## src/rtl/led_seq_monitor.sv

```systemverilog
// led_seq_monitor: receive-side checker for the one-hot blue -> green -> red
// light bus. Registers the bus, decodes the colour, and checks encoding,
// colour order and per-colour dwell. Reports lock state, per-error strobes
// and saturating rotation/error counters.
module led_seq_monitor #(
    parameter int DWELL      = 1,
    parameter int LOCK_COUNT = 3,
    parameter int CNT_W      = 8
) (
    input  logic             clk,
    input  logic             rst_n,
    input  logic [2:0]       light,
    output logic [1:0]       colour,
    output logic             locked,
    output logic             err_pulse,
    output logic [1:0]       err_code,
    output logic [CNT_W-1:0] rot_count,
    output logic [CNT_W-1:0] err_count
);

    localparam int RUN_W  = (DWELL > 1) ? $clog2(DWELL + 1) : 1;
    localparam int GOOD_W = (LOCK_COUNT > 1) ? $clog2(LOCK_COUNT + 1) : 1;

    typedef enum logic [1:0] {
        HUNT   = 2'd0,
        TRACK  = 2'd1,
        LOCKED = 2'd2
    } state_t;

    typedef enum logic [1:0] {
        C_NONE  = 2'b00,
        C_RED   = 2'b01,
        C_BLUE  = 2'b10,
        C_GREEN = 2'b11
    } colour_t;

    typedef enum logic [1:0] {
        E_NONE  = 2'b00,
        E_ENC   = 2'b01,
        E_ORDER = 2'b10,
        E_DWELL = 2'b11
    } err_t;

    function automatic colour_t decode(input logic [2:0] l);
        case (l)
            3'b001:  decode = C_RED;
            3'b010:  decode = C_BLUE;
            3'b100:  decode = C_GREEN;
            default: decode = C_NONE;
        endcase
    endfunction

    function automatic colour_t successor(input colour_t c);
        case (c)
            C_BLUE:  successor = C_GREEN;
            C_GREEN: successor = C_RED;
            C_RED:   successor = C_BLUE;
            default: successor = C_NONE;
        endcase
    endfunction

    logic [2:0]       light_q, light_d;
    state_t           state_q, state_d;
    colour_t          prev_q, prev_d;
    logic [RUN_W-1:0] run_q, run_d;
    logic [GOOD_W-1:0] good_q, good_d;
    colour_t          colour_q, colour_d;
    logic             locked_q, locked_d;
    logic             err_pulse_q, err_pulse_d;
    err_t             err_code_q, err_code_d;
    logic [CNT_W-1:0] rot_count_q, rot_count_d;
    logic [CNT_W-1:0] err_count_q, err_count_d;

    colour_t cur;
    err_t    err;
    logic    rot_inc;

    // Next-state: classify the registered sample and update tracking state.
    always_comb begin
        light_d  = light;
        cur      = decode(light_q);
        colour_d = cur;
        state_d  = state_q;
        prev_d   = prev_q;
        run_d    = run_q;
        good_d   = good_q;
        err      = E_NONE;
        rot_inc  = 1'b0;

        case (state_q)
            HUNT: begin
                if (cur != C_NONE) begin
                    state_d = TRACK;
                    prev_d  = cur;
                    run_d   = RUN_W'(1);
                    good_d  = '0;
                end
            end
            default: begin
                if (cur == C_NONE) begin
                    err     = E_ENC;
                    state_d = HUNT;
                    prev_d  = C_NONE;
                    run_d   = '0;
                    good_d  = '0;
                end else if (cur == prev_q) begin
                    if (run_q == RUN_W'(DWELL)) begin
                        err = E_DWELL;
                    end else begin
                        run_d = run_q + RUN_W'(1);
                    end
                end else if (cur != successor(prev_q)) begin
                    err = E_ORDER;
                end else if (run_q != RUN_W'(DWELL)) begin
                    err = E_DWELL;
                end else begin
                    run_d  = RUN_W'(1);
                    prev_d = cur;
                    if (state_q == TRACK) begin
                        good_d = good_q + GOOD_W'(1);
                        if (good_q == GOOD_W'(LOCK_COUNT - 1)) begin
                            state_d = LOCKED;
                        end
                    end else begin
                        rot_inc = (prev_q == C_RED) && (cur == C_BLUE);
                    end
                end
                // Order and dwell errors restart tracking on the current,
                // necessarily legal, sample.
                if (err == E_ORDER || err == E_DWELL) begin
                    state_d = TRACK;
                    prev_d  = cur;
                    run_d   = RUN_W'(1);
                    good_d  = '0;
                end
            end
        endcase

        locked_d    = (state_d == LOCKED);
        err_pulse_d = (err != E_NONE);
        err_code_d  = err;
        err_count_d = err_count_q;
        if (err != E_NONE && err_count_q != '1) begin
            err_count_d = err_count_q + CNT_W'(1);
        end
        rot_count_d = rot_count_q;
        if (rot_inc && rot_count_q != '1) begin
            rot_count_d = rot_count_q + CNT_W'(1);
        end
    end

    // State and output registers with synchronous active-low reset.
    always_ff @(posedge clk) begin
        if (!rst_n) begin
            light_q     <= '0;
            state_q     <= HUNT;
            prev_q      <= C_NONE;
            run_q       <= '0;
            good_q      <= '0;
            colour_q    <= C_NONE;
            locked_q    <= 1'b0;
            err_pulse_q <= 1'b0;
            err_code_q  <= E_NONE;
            rot_count_q <= '0;
            err_count_q <= '0;
        end else begin
            light_q     <= light_d;
            state_q     <= state_d;
            prev_q      <= prev_d;
            run_q       <= run_d;
            good_q      <= good_d;
            colour_q    <= colour_d;
            locked_q    <= locked_d;
            err_pulse_q <= err_pulse_d;
            err_code_q  <= err_code_d;
            rot_count_q <= rot_count_d;
            err_count_q <= err_count_d;
        end
    end

    assign colour    = colour_q;
    assign locked    = locked_q;
    assign err_pulse = err_pulse_q;
    assign err_code  = err_code_q;
    assign rot_count = rot_count_q;
    assign err_count = err_count_q;

endmodule

```

## config.mk

```make
export PLATFORM = sky130hd
export DESIGN_NAME = led_seq_monitor
export DESIGN_NICKNAME = d
export VERILOG_FILES = /design/src/rtl/led_seq_monitor.sv
export SDC_FILE = /design/constraint.sdc
export NUM_CORES = 1
export LEC_CHECK = 0
export CORE_MARGIN = 3
export CORE_UTILIZATION = 44
export CTS_BUF_LIST = sky130_fd_sc_hd__clkbuf_4 sky130_fd_sc_hd__clkbuf_8
export DETAILED_ROUTE_END_ITERATION = 7
export PLACE_DENSITY = 0.67
export SLEW_MARGIN = 10
export SYNTH_ARGS = -nofsm -noshare
export SYNTH_HDL_FRONTEND = slang
export SYNTH_SLANG_ARGS = --single-unit
```

## constraint.sdc

```tcl
create_clock -name clk -period 2.9 [get_ports clk]
set_input_delay 0.29 -clock clk [delete_from_list [all_inputs] [get_ports clk]]
set_output_delay 0.29 -clock clk [all_outputs]
set_load 0.01 [all_outputs]
```

==> impl_metrics.toml, run 1 <==
[run_status]
status = "completed"

[grt]
overflow = 0
antenna_found_initial = 0
grt_pass1_vias = 1465
grt_pass1_wl_mm = 6.699
grt_max_degree = 22
grtUsageTotal_pct = 16.86

[setup_path]
required_ns = 3.11
rr_worst_depth = 7
worstSetupPathType = "reg2reg"
arrival_ns = 2.84
path_cells = "ha_1, nor2b_1, mux2i_1, o311a_2, or3_4, or4_1, a21oi_1"
crit_fanout = 17
cp_num_buf_inv = 0
path_depth = 7
end_kind = "flip-flop"
cp_slowest_cell = "or4_1"
startpoint_type = "flip-flop"
path_delay_family = "simple AND/OR/NAND/NOR gates"
slowest_delay_ns = 0.52

[clocking]
post-cts-setup-buffers = 0
clkLatencyLatePin_ns = 0.29
cts-root-buf = "clkbuf_8"
cts_buffers = 5
cts_tree = "built"
ctsLongestPathBuffers = 2
cts_sinks = 32
htree_levels = 2
clk_pin_slew_ns = 0.07

[routing]
ant_nets = 0
drtIter0Drc = 69
vias = 1547
drc = 0
routedWlPerCell_um = 13.75
wirelength_mm = 3.780
dr.pass1.iters = 4
viasPerCell = 5.625

[timing]
finalCritPeriodShare_pct = 90.74
final.setup.tns_ns = 0
rsz0062_at_grt = "false"
fin_crit_ns = 2.632
hold_viol = 0
slew_viol_final = 0
skew_ns = 0.006170
slew_headroom_pct = 62.71
worst_slew_pin_slew_ns = 0.5551
max_freq_ghz = 0.3800
setup_viol = 0

[power_and_ir_drop]
vdd_drop_max_mv = 0.2985
power_leakage_uw = 0.0007667
powerDensity_nw_per_um2 = 496.2

[yosys]
ys_seq_elements = 32
syn_area_um2 = 1763
synth-edff-count = 0
synth_cells = 199
synth_nets = 210
synthArstFlopShare_pct = 0
synth_ff_type = "dfxtp_1"
syn_area_per_cell_um2 = 8.859
synth_cell_types = 51
synth_seq_area_share_pct = 36.34
synth.yosys.warnings = 0

[layout]
antenna_cells = 0
nets = 237
layout-drive-gt1-share_pct = 11.01
fin_cells = 275
final_common_cell = "dfxtp_1"
area.growth.synth_to_final_pct = 23.14
final_cell_mix = "32 x dfxtp_1, 26 x clkdlybuf4s50_1, 17 x nand2_1, 15 x a21oi_1, 10 x o21ai_0"

[place]
gp_congestion = 0.8038
io_buffers = 26
placed_cells = 267
dpl.hpwl_mm = 2.766

[floorplan]
start_util_pct = 46.75
die_w_um = 69.30
num_rows = 22
fp.dieH_um = 69.30
coreArea_um2 = 3771
die_area_um2 = 4802
ios = 27

[flow_run]
cap_violations = 0

[hold_path]
hold_class = "reg2reg"
min_path_cells = 2
[routing by layer]
metal	track usage [%]	part of all wire, %	vias to the layer above
li1	-	-	792
met1	19.84	46	731
met2	28.81	49	17
met3	4.638	2.6	7
met4	6.725	1.5	0
met5	0	0	-
[area by class of cell]
cell class / instances / area (µm²)
clock inverter: 3 / 42.54
multi-input combinational: 153 / 1057
timing repair buffer: 29 / 282.8
inverter: 5 / 18.77
sequential: 32 / 640.6
fill: 330 / 1600
tap: 48 / 60.06
clock buffer: 5 / 68.82
[worst register-to-register path: stages, from the launching register on]
cell and delay, ns:
dfxtp_1 0.50, ha_1 0.35, nor2b_1 0.14, mux2i_1 0.08
o311a_2 0.38, or3_4 0.43, or4_1 0.52, a21oi_1 0.17
[synthesized netlist by cell type, types with 5 or more instances]
master	count	area, µm²
a21oi_1	15	75.07
and2_1	5	31.28
and3_1	5	31.28
dfxtp_1	32	640.6
ha_1	6	75.07
inv_1	5	18.77
mux2i_1	9	90.09
nand2_1	17	63.81
nand2b_1	7	43.79
nand3_1	9	45.04
nor2_1	5	18.77
nor3_1	6	30.03
o21ai_0	10	50.05
o31ai_1	6	45.04
or4_1	5	37.54
[flip-flops by register name, indices dropped and copies added, names as in the netlist, 2 cells and up]
| signal | count |
|---|---|
| colour | 2 |
| rot_count | 8 |
| err_code | 2 |
| light_q | 3 |
| prev_q | 2 |
| state_q | 2 |
| good_q | 2 |
| err_count | 8 |
[path summary, 6_finish.rpt]
kind	start	end	slack, ns
hold reg to reg	err_count[6]	err_count[6]	0.48
hold / removal	err_count[6]	err_count[6]	0.48
setup / recovery	prev_q[1]	rot_count[7]	0.27
setup reg to reg	prev_q[1]	rot_count[7]	0.27
[power breakdown]
part	internal, µW	switching, µW
registers	454	21.4
logic	76.6	99.2
clock network	254	172
total	785	293
[timing repair]
action | in CTS | in global routing
setup endpoints to repair | 0 | 6
hold buffers | 0 | 0
gates resized for setup | 0 | 1
hold endpoints to repair | 0 | 0
[cells by family (layout without fill, tap and decap cells)]
family	count (synthesis)	count (layout)	synth area share (%)
and+or+nand+nor	88	88	30.16
xor gates and xnor gates	3	3	1.491
muxes	10	10	5.749
adders and majority gates	7	7	4.897
AOI/OAI and AO/OA	45	45	17.39
buffers and inverters	14	42	3.974
DFF	32	32	36.34
[stage by stage]
stage	setup slack (ns)	utilization, %	hold slack [ns]	area, µm²	power (µW)
5_1_grt	0.05367	57.56	0.5167	2171	1132
6_report	0.2684	57.56	0.4843	2171	1077
3_5_place_dp	0.1326	54.48	0.4785	2054	658.5
3_3_place_gp	0.2753	54.48	0.4670	2054	653.1
2_1_floorplan	0.3815	-	0.4173	1763	613.3
4_1_cts	0.1145	57.43	0.4878	2166	1086
Power figures use the tool's default switching activity.
==> run 2: changes to the inputs <==
Settings changed: PLACE_DENSITY 0.67 to 0.65.
==> impl_metrics.toml, run 2 (same netlist as run 1, synthesis figures left out) <==
[power_and_ir_drop]
p_switching_uw = 282.5
vdd_drop_max_mv = 0.3752
intPower_uw = 832.1
power_leakage_uw = 0.0007717
powerDensity_nw_per_um2 = 511.7
p_sw_share_pct = 25.35
pwr-share-seq_pct = 42.8
pwr-share-clk_pct = 41.8
pwr-share-comb_pct = 15.4
p_total_uw = 1115

[floorplan]
num_rows = 22
die_area_um2 = 4802
coreArea_um2 = 3771
ios = 27
fp.dieH_um = 69.30
die_w_um = 69.30
start_util_pct = 46.75

[timing]
final.setup.tns_ns = 0
slew_viol_final = 0
skew_ns = 0.005134
rsz0062_at_grt = "false"
max_freq_ghz = 0.3688
finalCritPeriodShare_pct = 93.50
fin_crit_ns = 2.711
hold_viol = 0
setup_viol = 0
worst_slew_pin_slew_ns = 0.5297
slew_headroom_pct = 64.41

[routing]
drc = 0
drtIter0Drc = 120
routedWlPerCell_um = 14.15
dr.pass1.iters = 4
viasPerCell = 5.755
vias = 1577
ant_nets = 0
wirelength_mm = 3.877

[setup_path]
required_ns = 3.11
cp_num_buf_inv = 1
worstSetupPathType = "reg2reg"
path_delay_family = "simple AND/OR/NAND/NOR gates"
startpoint_type = "flip-flop"
end_kind = "flip-flop"
reg2reg_from = "prev_q[0]"
reg2reg_to = "rot_count[3]"
rrSetupSlack_ns = 0.19
slowest_delay_ns = 0.53
cp_slowest_cell = "or4_1"
rr_worst_depth = 8
arrival_ns = 2.92
path_cells = "inv_1, ha_1, nor2b_1, mux2i_1, o311a_2, or3_4, or4_1, a21oi_1"
crit_fanout = 17

[hold_path]
min_path_cells = 2
hold_class = "reg2reg"
hold_end = "err_count[6]"
min-delay-start = "err_count[6]"

[clocking]
cts_tree = "built"
htree_levels = 2
cts_sinks = 32
cts-root-buf = "clkbuf_8"
ctsLongestPathBuffers = 2
cts_buffers = 5
postCtsHoldBufs = 0
clk_pin_slew_ns = 0.07
clkLatencyLatePin_ns = 0.28

[layout]
fill_cells = 328
final_cell_mix = "32 x dfxtp_1, 26 x clkdlybuf4s50_1, 17 x nand2_1, 15 x a21oi_1, 10 x o21ai_0"
final_common_cell = "dfxtp_1"
area.growth.synth_to_final_pct = 23.56
antenna_cells = 0
layout-drive-gt1-share_pct = 10.62
nets = 236

[grt]
overflow = 0
grtUsageTotal_pct = 16.93
antenna_found_initial = 0
grt_pass1_wl_mm = 6.789
grt_max_degree = 25
grt_pass1_vias = 1474

[place]
gp_congestion = 0.8303
dpl.hpwl_mm = 2.753
io_buffers = 26

[flow_run]
cap_violations = 0

[run_status]
status = "completed"
## run 2: changes by cell type in the layout (fill, tap and decap cells not counted), sizes merged
cell | previous run | this run
clkinvlp | 1 | 0
clkinv | 1 | 0
buf | 3 | 2
clkbuf | 5 | 7
## run 2: worst max-delay path by stage
stage,startpoint,to,slack (ns),depth (start not counted)
6_report,prev_q[0],rot_count[3],0.19,8
5_1_grt,prev_q[0],rot_count[7],0.02,8
4_1_cts,prev_q[0],rot_count[3],0.04,8
3_5_place_dp,prev_q[0],rot_count[3],0.06,8
3_3_place_gp,prev_q[0],rot_count[5],0.19,8
2_1_floorplan,prev_q[0],rot_count[7],0.38,9
## run 2: power by group through the flow
stage	combinational, µW	clock, µW	sequential (µW)
floorplan	132	0	481
global placement	165	0	487
detailed placement	169	0	488
CTS	171	480	477
global route	192	496	480
finish	172	466	477
## run 2: repair_timing
action / CTS / global route
endpoints found under the setup margin: 0 / 6
setup buffers: 0 / 0
gates resized for setup: 0 / 1
## run 2: worst reg2reg max path, stage by stage, from the launching register on
cell,delay [ns]
dfxtp_1,0.45
inv_1,0.10
ha_1,0.37
nor2b_1,0.14
mux2i_1,0.08
o311a_2,0.38
or3_4,0.43
or4_1,0.53
a21oi_1,0.15
## run 2: final cells by class
class | instances | area (µm²) | share of cell area [%]
Tap cell | 48 | 60.06 | 2.757
Sequential cell | 32 | 640.6 | 29.41
Timing Repair Buffer | 28 | 275.3 | 12.64
Clock inverter | 1 | 30.03 | 1.379
Inverter | 5 | 18.77 | 0.8616
Multi-Input combinational cell | 153 | 1057 | 48.54
Clock buffer | 7 | 96.34 | 4.423
## run 2: layer usage
layer / global-route usage (%) / wire, µm
met3: 3.913 / 138
met4: 5.857 / 54
met2: 28.71 / 1910
met5: 0 / 0
met1: 20.93 / 1773
## run 2: stage by stage
step                      utilization (%)  instance area (µm²)  hold slack (ns)  setup WS, ns  std cells
after floorplan                         -                 1763           0.4173        0.3815        199
after global placement              54.28                 2047           0.4629        0.1904        266
after detailed placement            54.28                 2047           0.4784       0.06422        266
after CTS                           57.63                 2173           0.4875       0.04312        274
after global routing                57.76                 2178           0.5150       0.01883        274
final                               57.76                 2178           0.4815        0.1886        274
